**src/rtl/iir_deemph.sv**
```systemverilog
// First-order fixed-point IIR de-emphasis: y[n] = DQ(B0*x[n] + B1*x[n-1]) + DQ(A1*y[n-1]).
// Latency 3 cycles pop-to-push (one sample per 4 cycles); a full downstream FIFO holds the sample in S_OUT with no further pops.
module iir_deemph #(
  parameter int DATA_WIDTH = 32,
  parameter int QUANT_BITS = 10,
  parameter int B0         = 178,
  parameter int B1         = 178,
  parameter int A1         = 666
) (
  input  logic                  clock,
  input  logic                  reset,
  input  logic [DATA_WIDTH-1:0] in_dout,
  input  logic                  in_empty,
  output logic                  in_rd_en,
  output logic [DATA_WIDTH-1:0] out_din,
  input  logic                  out_full,
  output logic                  out_wr_en
);

  localparam int W2 = 2 * DATA_WIDTH;

  localparam logic signed [W2-1:0] B0_W = W2'(B0);
  localparam logic signed [W2-1:0] B1_W = W2'(B1);
  localparam logic signed [W2-1:0] A1_W = W2'(A1);

  typedef enum logic [1:0] {
    S_IDLE = 2'd0,
    S_MAC  = 2'd1,
    S_SUM  = 2'd2,
    S_OUT  = 2'd3
  } state_t;

  state_t                         state_q;
  logic signed [DATA_WIDTH-1:0]   x_q;
  logic signed [DATA_WIDTH-1:0]   x1_q;
  logic signed [DATA_WIDTH-1:0]   y1_q;
  logic signed [DATA_WIDTH-1:0]   y_q;
  logic signed [W2-1:0]           px_q;
  logic signed [W2-1:0]           py_q;

  logic signed [W2-1:0]           px_d;
  logic signed [W2-1:0]           py_d;
  logic signed [DATA_WIDTH-1:0]   y_d;

  // Operands are sign-extended to full product width before multiplying.
  assign px_d = B0_W * W2'(x_q) + B1_W * W2'(x1_q);
  assign py_d = A1_W * W2'(y1_q);
  // Each term is floored separately; the sum wraps to the sample width.
  assign y_d  = DATA_WIDTH'((px_q >>> QUANT_BITS) + (py_q >>> QUANT_BITS));

  // Reset gates the pop strobe so an idle FSM held in reset never drains upstream.
  assign in_rd_en  = !reset && (state_q == S_IDLE) && !in_empty;
  assign out_wr_en = (state_q == S_OUT) && !out_full;
  assign out_din   = (state_q == S_OUT) ? y_q : '0;

  always_ff @(posedge clock or posedge reset) begin
    if (reset) begin
      state_q <= S_IDLE;
      x_q     <= '0;
      x1_q    <= '0;
      y1_q    <= '0;
      y_q     <= '0;
      px_q    <= '0;
      py_q    <= '0;
    end else begin
      case (state_q)
        S_IDLE: begin
          if (!in_empty) begin
            x_q     <= in_dout;
            state_q <= S_MAC;
          end
        end
        S_MAC: begin
          px_q    <= px_d;
          py_q    <= py_d;
          state_q <= S_SUM;
        end
        S_SUM: begin
          y_q     <= y_d;
          state_q <= S_OUT;
        end
        S_OUT: begin
          // History advances only when the sample actually leaves.
          if (!out_full) begin
            x1_q    <= x_q;
            y1_q    <= y_q;
            state_q <= S_IDLE;
          end
        end
        default: state_q <= S_IDLE;
      endcase
    end
  end

endmodule

```
**config.mk**
```make
export PLATFORM = sky130hd
export DESIGN_NAME = iir_deemph
export DESIGN_NICKNAME = d
export VERILOG_FILES = /design/src/rtl/iir_deemph.sv
export SDC_FILE = /design/constraint.sdc
export NUM_CORES = 1
export LEC_CHECK = 0
export BUFFER_PORTS_ARGS = -buffer_cell sky130_fd_sc_hd__buf_2
export CORE_ASPECT_RATIO = 1.5
export CORE_UTILIZATION = 40
export CTS_BUF_LIST = sky130_fd_sc_hd__clkbuf_16
export DETAILED_ROUTE_END_ITERATION = 12
export PLACE_DENSITY = 0.56
export RECOVER_POWER = 50
export SLEW_MARGIN = 20
export SYNTH_ARGS = -nofsm -noshare
export SYNTH_HDL_FRONTEND = slang
export SYNTH_SLANG_ARGS = --single-unit
```
**constraint.sdc**
```tcl
create_clock -name clock -period 9.25 [get_ports clock]
set_input_delay 1.85 -clock clock [delete_from_list [all_inputs] [get_ports clock]]
set_output_delay 1.85 -clock clock [all_outputs]
set_load 0.005 [all_outputs]
```
# --- After elaboration in Yosys (flattened, before gate mapping) ---
# Index checks and enable logic that the tools add are counted.
classes:
  n_addsub: 2
  mul: 3
  n_eq_ne: 5
  mux: 4
  n_bitwise: 2
  reduce_logical: 10
op_table:
  columns: ["operator", "n"]
  rows:
  - ["multiplier 8 x 32 -> 40 bit, first input constant", 2]
  - ["adder 41 x 41 -> 42 bit", 1]
  - ["multiplier 10 x 32 -> 41 bit, first input constant", 1]
  - ["adder 32 bit", 1]
  - ["2-to-1 mux 32 bit", 1]
  - ["one-hot mux 2 bit (4 select lines)", 1]
  - ["AND reduction 2 bit", 3]
  - ["equality test 2 bit, second input constant", 2]
  - ["2-to-1 mux 2 bit", 2]
  - ["inequality test 2 bit, second input constant", 2]
  - ["logical AND 1 bit", 3]
  - ["logical NOT 1 bit", 3]
  - ["equality test 2 x 1 -> 1 bit, second input constant", 1]
  - ["logical NOT 2 bit", 1]
  - ["NOT 1 bit", 2]
word_totals:
  register_bits: 213
  inputBits: 36
  output_inout_bits: 34
  word_cells: 33

# --- Longest topological paths before layout ---
logic_depth:
  depth_word: 3
  ltp_mapped: 29
  depth_no_buf: 28

# --- Least setup slack after synthesis ---
# OpenSTA, ideal clock, no wires.
synth_timing:
  kind: "in2out"
  start: "input port reset"
  end: "output port in_rd_en"
  arrival_time_ns: 6.330
  required_ns: 7.400
  path_slack_ns: 1.070
  stages: 2
  cell_sequence: "inv_1 and2_1"
synth_via:
  elab_chain_len: 3
synth_lines:
  columns: ["item", "line", "source"]
  rows:
  - ["start: declaration", "11", "input logic reset,"]
  - ["logical NOT 1 bit (no source line)", null, null]
  - ["logical AND 1 bit (2 in series)", "52", "assign in_rd_en = !reset && (state_q == S_IDLE) && !in_empty;"]
  - ["end: declaration", "14", "output logic in_rd_en,"]
# No other way between the ends.

# --- Worst setup path after layout ---
layout_timing:
  start: "register x1_q[8]"
  end: "register, netlist name px_q[41]"
layout_via:
  elab_chain_len: 2
layout_lines:
  columns: ["item", "line", "source"]
  rows:
  - ["start: declaration", "35", "logic signed [DATA_WIDTH-1:0] x1_q;"]
  - ["start signal: assignment", "85", "x1_q <= x_q;"]
  - ["multiplier 8 x 32 -> 40 bit", "46", "assign px_d = B0_W * W2'(x_q) + B1_W * W2'(x1_q);"]
  - ["adder 41 x 41 -> 42 bit", "46", null]
# No other way between the ends.
# A chain may end at the register's enable or synchronous reset.

==> impl_metrics.json <==
{
  "grt_setup_unrepaired": "no",
  "finalMaxSlewViolations": 311,
  "clock-sinks": 194,
  "finalSetupViolations": 0,
  "min_period_over_period": 0.838,
  "netlist_area_um2": 24200,
  "diodes": 0,
  "setup-tns-final_ns": 0,
  "die_y_um": 304,
  "holdCritPathClass": "flop to flop",
  "drv_cap": 5,
  "hold_end": "y1_q[26]$_DFFE_PP0P_",
  "syn_avg_cell_area_um2": 9.67,
  "gr-total-overflow": 0,
  "htree_levels": 4,
  "violations": "capacitance limit, slew limit",
  "crit_type": "flop to flop",
  "status": "finished, violations left",
  "clk_pin_slew_worst_paths_ns": 0.08,
  "critPathMaxFanout": 8,
  "grt_start_max_net_pins": 142,
  "cts_root_buf": "clkbuf_16",
  "insertion_delay_ns": 0.51,
  "synth_mux_area_frac": 0.0487,
  "coreArea_um2": 60000,
  "hold_viol": 0,
  "synth_seq_cells": 194,
  "cts_hold_buf": 0,
  "r2r_start": "x1_q[8]$_DFFE_PP0P_",
  "routed_wl_um": 57500,
  "drive_gt1_frac": 0.0959,
  "reg2reg_depth": 28,
  "synth_most_common_cell": "ha_1",
  "cp.arrival_ns": 8.15,
  "required_ns": 9.65,
  "num_rows": 110,
  "rrSetupSlack_ns": 1.50,
  "cts_buffers": 17,
  "drc": 0,
  "min_period_ns": 7.75,
  "finClkSkew_ns": 0.0111,
  "async_flop_share": 1.00,
  "yosysWarnings": 0,
  "dp_hpwl_um": 47600,
  "vias_per_cell": 5.18,
  "synth_xor_area_frac": 0.0538,
  "layout.nets": 3284,
  "synth_edf_count": 0,
  "die_w_um": 203,
  "drt-pass1-iter-count": 5,
  "cts_setup_buffers": 0,
  "synth_fa_ha_area_frac": 0.419,
  "antenna_left": 0,
  "synth_top_area_cell": "ha_1",
  "synthSimpleGateAreaFrac": 0.0977,
  "worst_pin_slew_ns": 3.71,
  "vias": 17421,
  "ctsResizeCount": 0,
  "cp_num_buf_inv": 2,
  "syn_inst": 2507,
  "wl_per_cell_um": 17.1,
  "cp_slowest_stage_delay_ns": 0.69,
  "synthesis.nets": 3228,
  "synthTopCellsByArea": "ha_1 (24%), dfrtp_1 (20%), fa_1 (17%)",
  "synthToLayoutAreaGrowth_pct": 7.38,
  "tritoncts": "built",
  "cts.path.max_buffers": 2,
  "ys_seq_area_frac": 0.200,
  "pin_count": 70,
  "startpoint_type": "flop",
  "holdCritStartpoint": "y_q[26]$_DFFE_PP0P_",
  "max_freq_mhz": 129,
  "synth_top_family_by_area": "adder cells",
  "first_global_vias": 18834,
  "r2r_end": "px_q[41]$_DFFE_PP0N_",
  "antenna_found_initial": 0,
  "cp-end-kind": "flop",
  "port_buffers": 69,
  "synth_cell_types": 80,
  "cpMaxStageDelayCell": "o31ai_1",
  "synth_ff_type": "dfrtp_1",
  "dieArea_um2": 61600,
  "crit_top_cell": "ha_1",
  "synth_compound_area_frac": 0.113,
  "holdPathStages": 2,
  "yosys.area.top_type_share": 0.245,
  "start_util": 0.404,
  "slew_headroom": -1.47,
  "yosys-top-cells-count": "ha_1 (474), inv_1 (395), nand2_1 (261)",
  "grt_pass1_wl_um": 96000,
  "grt_usage": 0.199,
  "routabilityCongestion": 0.890,
  "drt_iter0_drc": 655,
  "crit_family": "compound AO/OA/AOI/OAI gates"
}
-- layout make-up --
class	instances	area [um2]
Fill cell	5918	34000
Multi-Input combinational cell	1878	17800
Sequential cell	194	4850
Inverter	395	1480
Tap cell	784	981
Clock buffer	17	425
Timing Repair Buffer	77	390
Clock inverter	15	129
-- per-layer routing --
| metal | vias up | GRT usage | share of wire |
|---|---|---|---|
| met2 | 208 | 0.382 | 0.54 |
| met4 | 0 | 0.0849 | 0.039 |
| met5 | - | 0 | 0 |
| li1 | 8555 | - | - |
| met1 | 8574 | 0.216 | 0.40 |
| met3 | 84 | 0.0289 | 0.022 |
-- how the worst max path moves through the flow --
stage / from / cells after the start / end / slack [ns]
6_report: x1_q[8]$_DFFE_PP0P_ / 28 / px_q[41]$_DFFE_PP0N_ / 1.50
5_1_grt: x1_q[8]$_DFFE_PP0P_ / 28 / px_q[41]$_DFFE_PP0N_ / 0.97
4_1_cts: x1_q[8]$_DFFE_PP0P_ / 28 / px_q[41]$_DFFE_PP0N_ / 1.44
3_5_place_dp: x1_q[9]$_DFFE_PP0P_ / 28 / px_q[41]$_DFFE_PP0N_ / 1.45
3_3_place_gp: x1_q[8]$_DFFE_PP0P_ / 28 / px_q[41]$_DFFE_PP0N_ / 1.78
2_1_floorplan: reset / 2 / in_rd_en / 1.07
-- placed cells by master (no fill, tap or decap), types with 6 or more instances in the layout --
cell,instances
inv_1,393
nor2_1,87
a21oi_1,129
a211o_1,7
and3_1,13
o211ai_1,8
a21o_1,61
o21bai_1,19
fa_1,211
nand3_1,28
clkbuf_16,17
o21a_1,11
and2_1,37
a211oi_1,11
xnor2_1,96
nand2_1,261
a31oi_1,18
ha_1,473
nor3_1,17
o21ai_1,8
a21oi_2,9
o21ai_0,74
o31ai_1,6
dfrtp_1,194
buf_2,68
nand2b_1,17
xor2_1,53
nor2b_1,15
mux2_2,103
nand4_1,21
-- cell families (layout without fill, tap and decap cells) --
logic type	after synthesis	after routing
flops	194	194
mux	105	105
xor+xnor	149	149
simple gates	521	521
compound gates	418	418
fa+ha+maj	685	685
buf+inv	435	504
-- stage by stage --
step,std cells,cell area (um2),hold WS [ns],util,setup WS [ns]
4_1_cts,3360,26100,0.502,0.435,1.44
3_5_place_dp,3328,25500,0.486,0.425,1.45
5_1_grt,3360,26000,0.529,0.434,0.968
2_1_floorplan,2507,24200,0.448,-,1.07
3_3_place_gp,3328,25500,0.479,0.425,1.78
6_report,3360,26000,0.491,0.434,1.50
-- tightest hold or removal path: stages (launching register included) --
cell and delay [ns]:
dfrtp_1 0.36, nand2_1 0.05, nand2_1 0.05
-- flip-flops by register name, summed over array words and instances, names as in the netlist --
| signal | count |
|---|---|
| y1_q | 32 |
| py_q | 32 |
| y_q | 32 |
| px_q | 32 |
| x1_q | 32 |
| state_q | 2 |
| x_q | 32 |
Power is not shown: default switching activity piles up to over one toggle a cycle in this logic, so the estimate is an artifact.
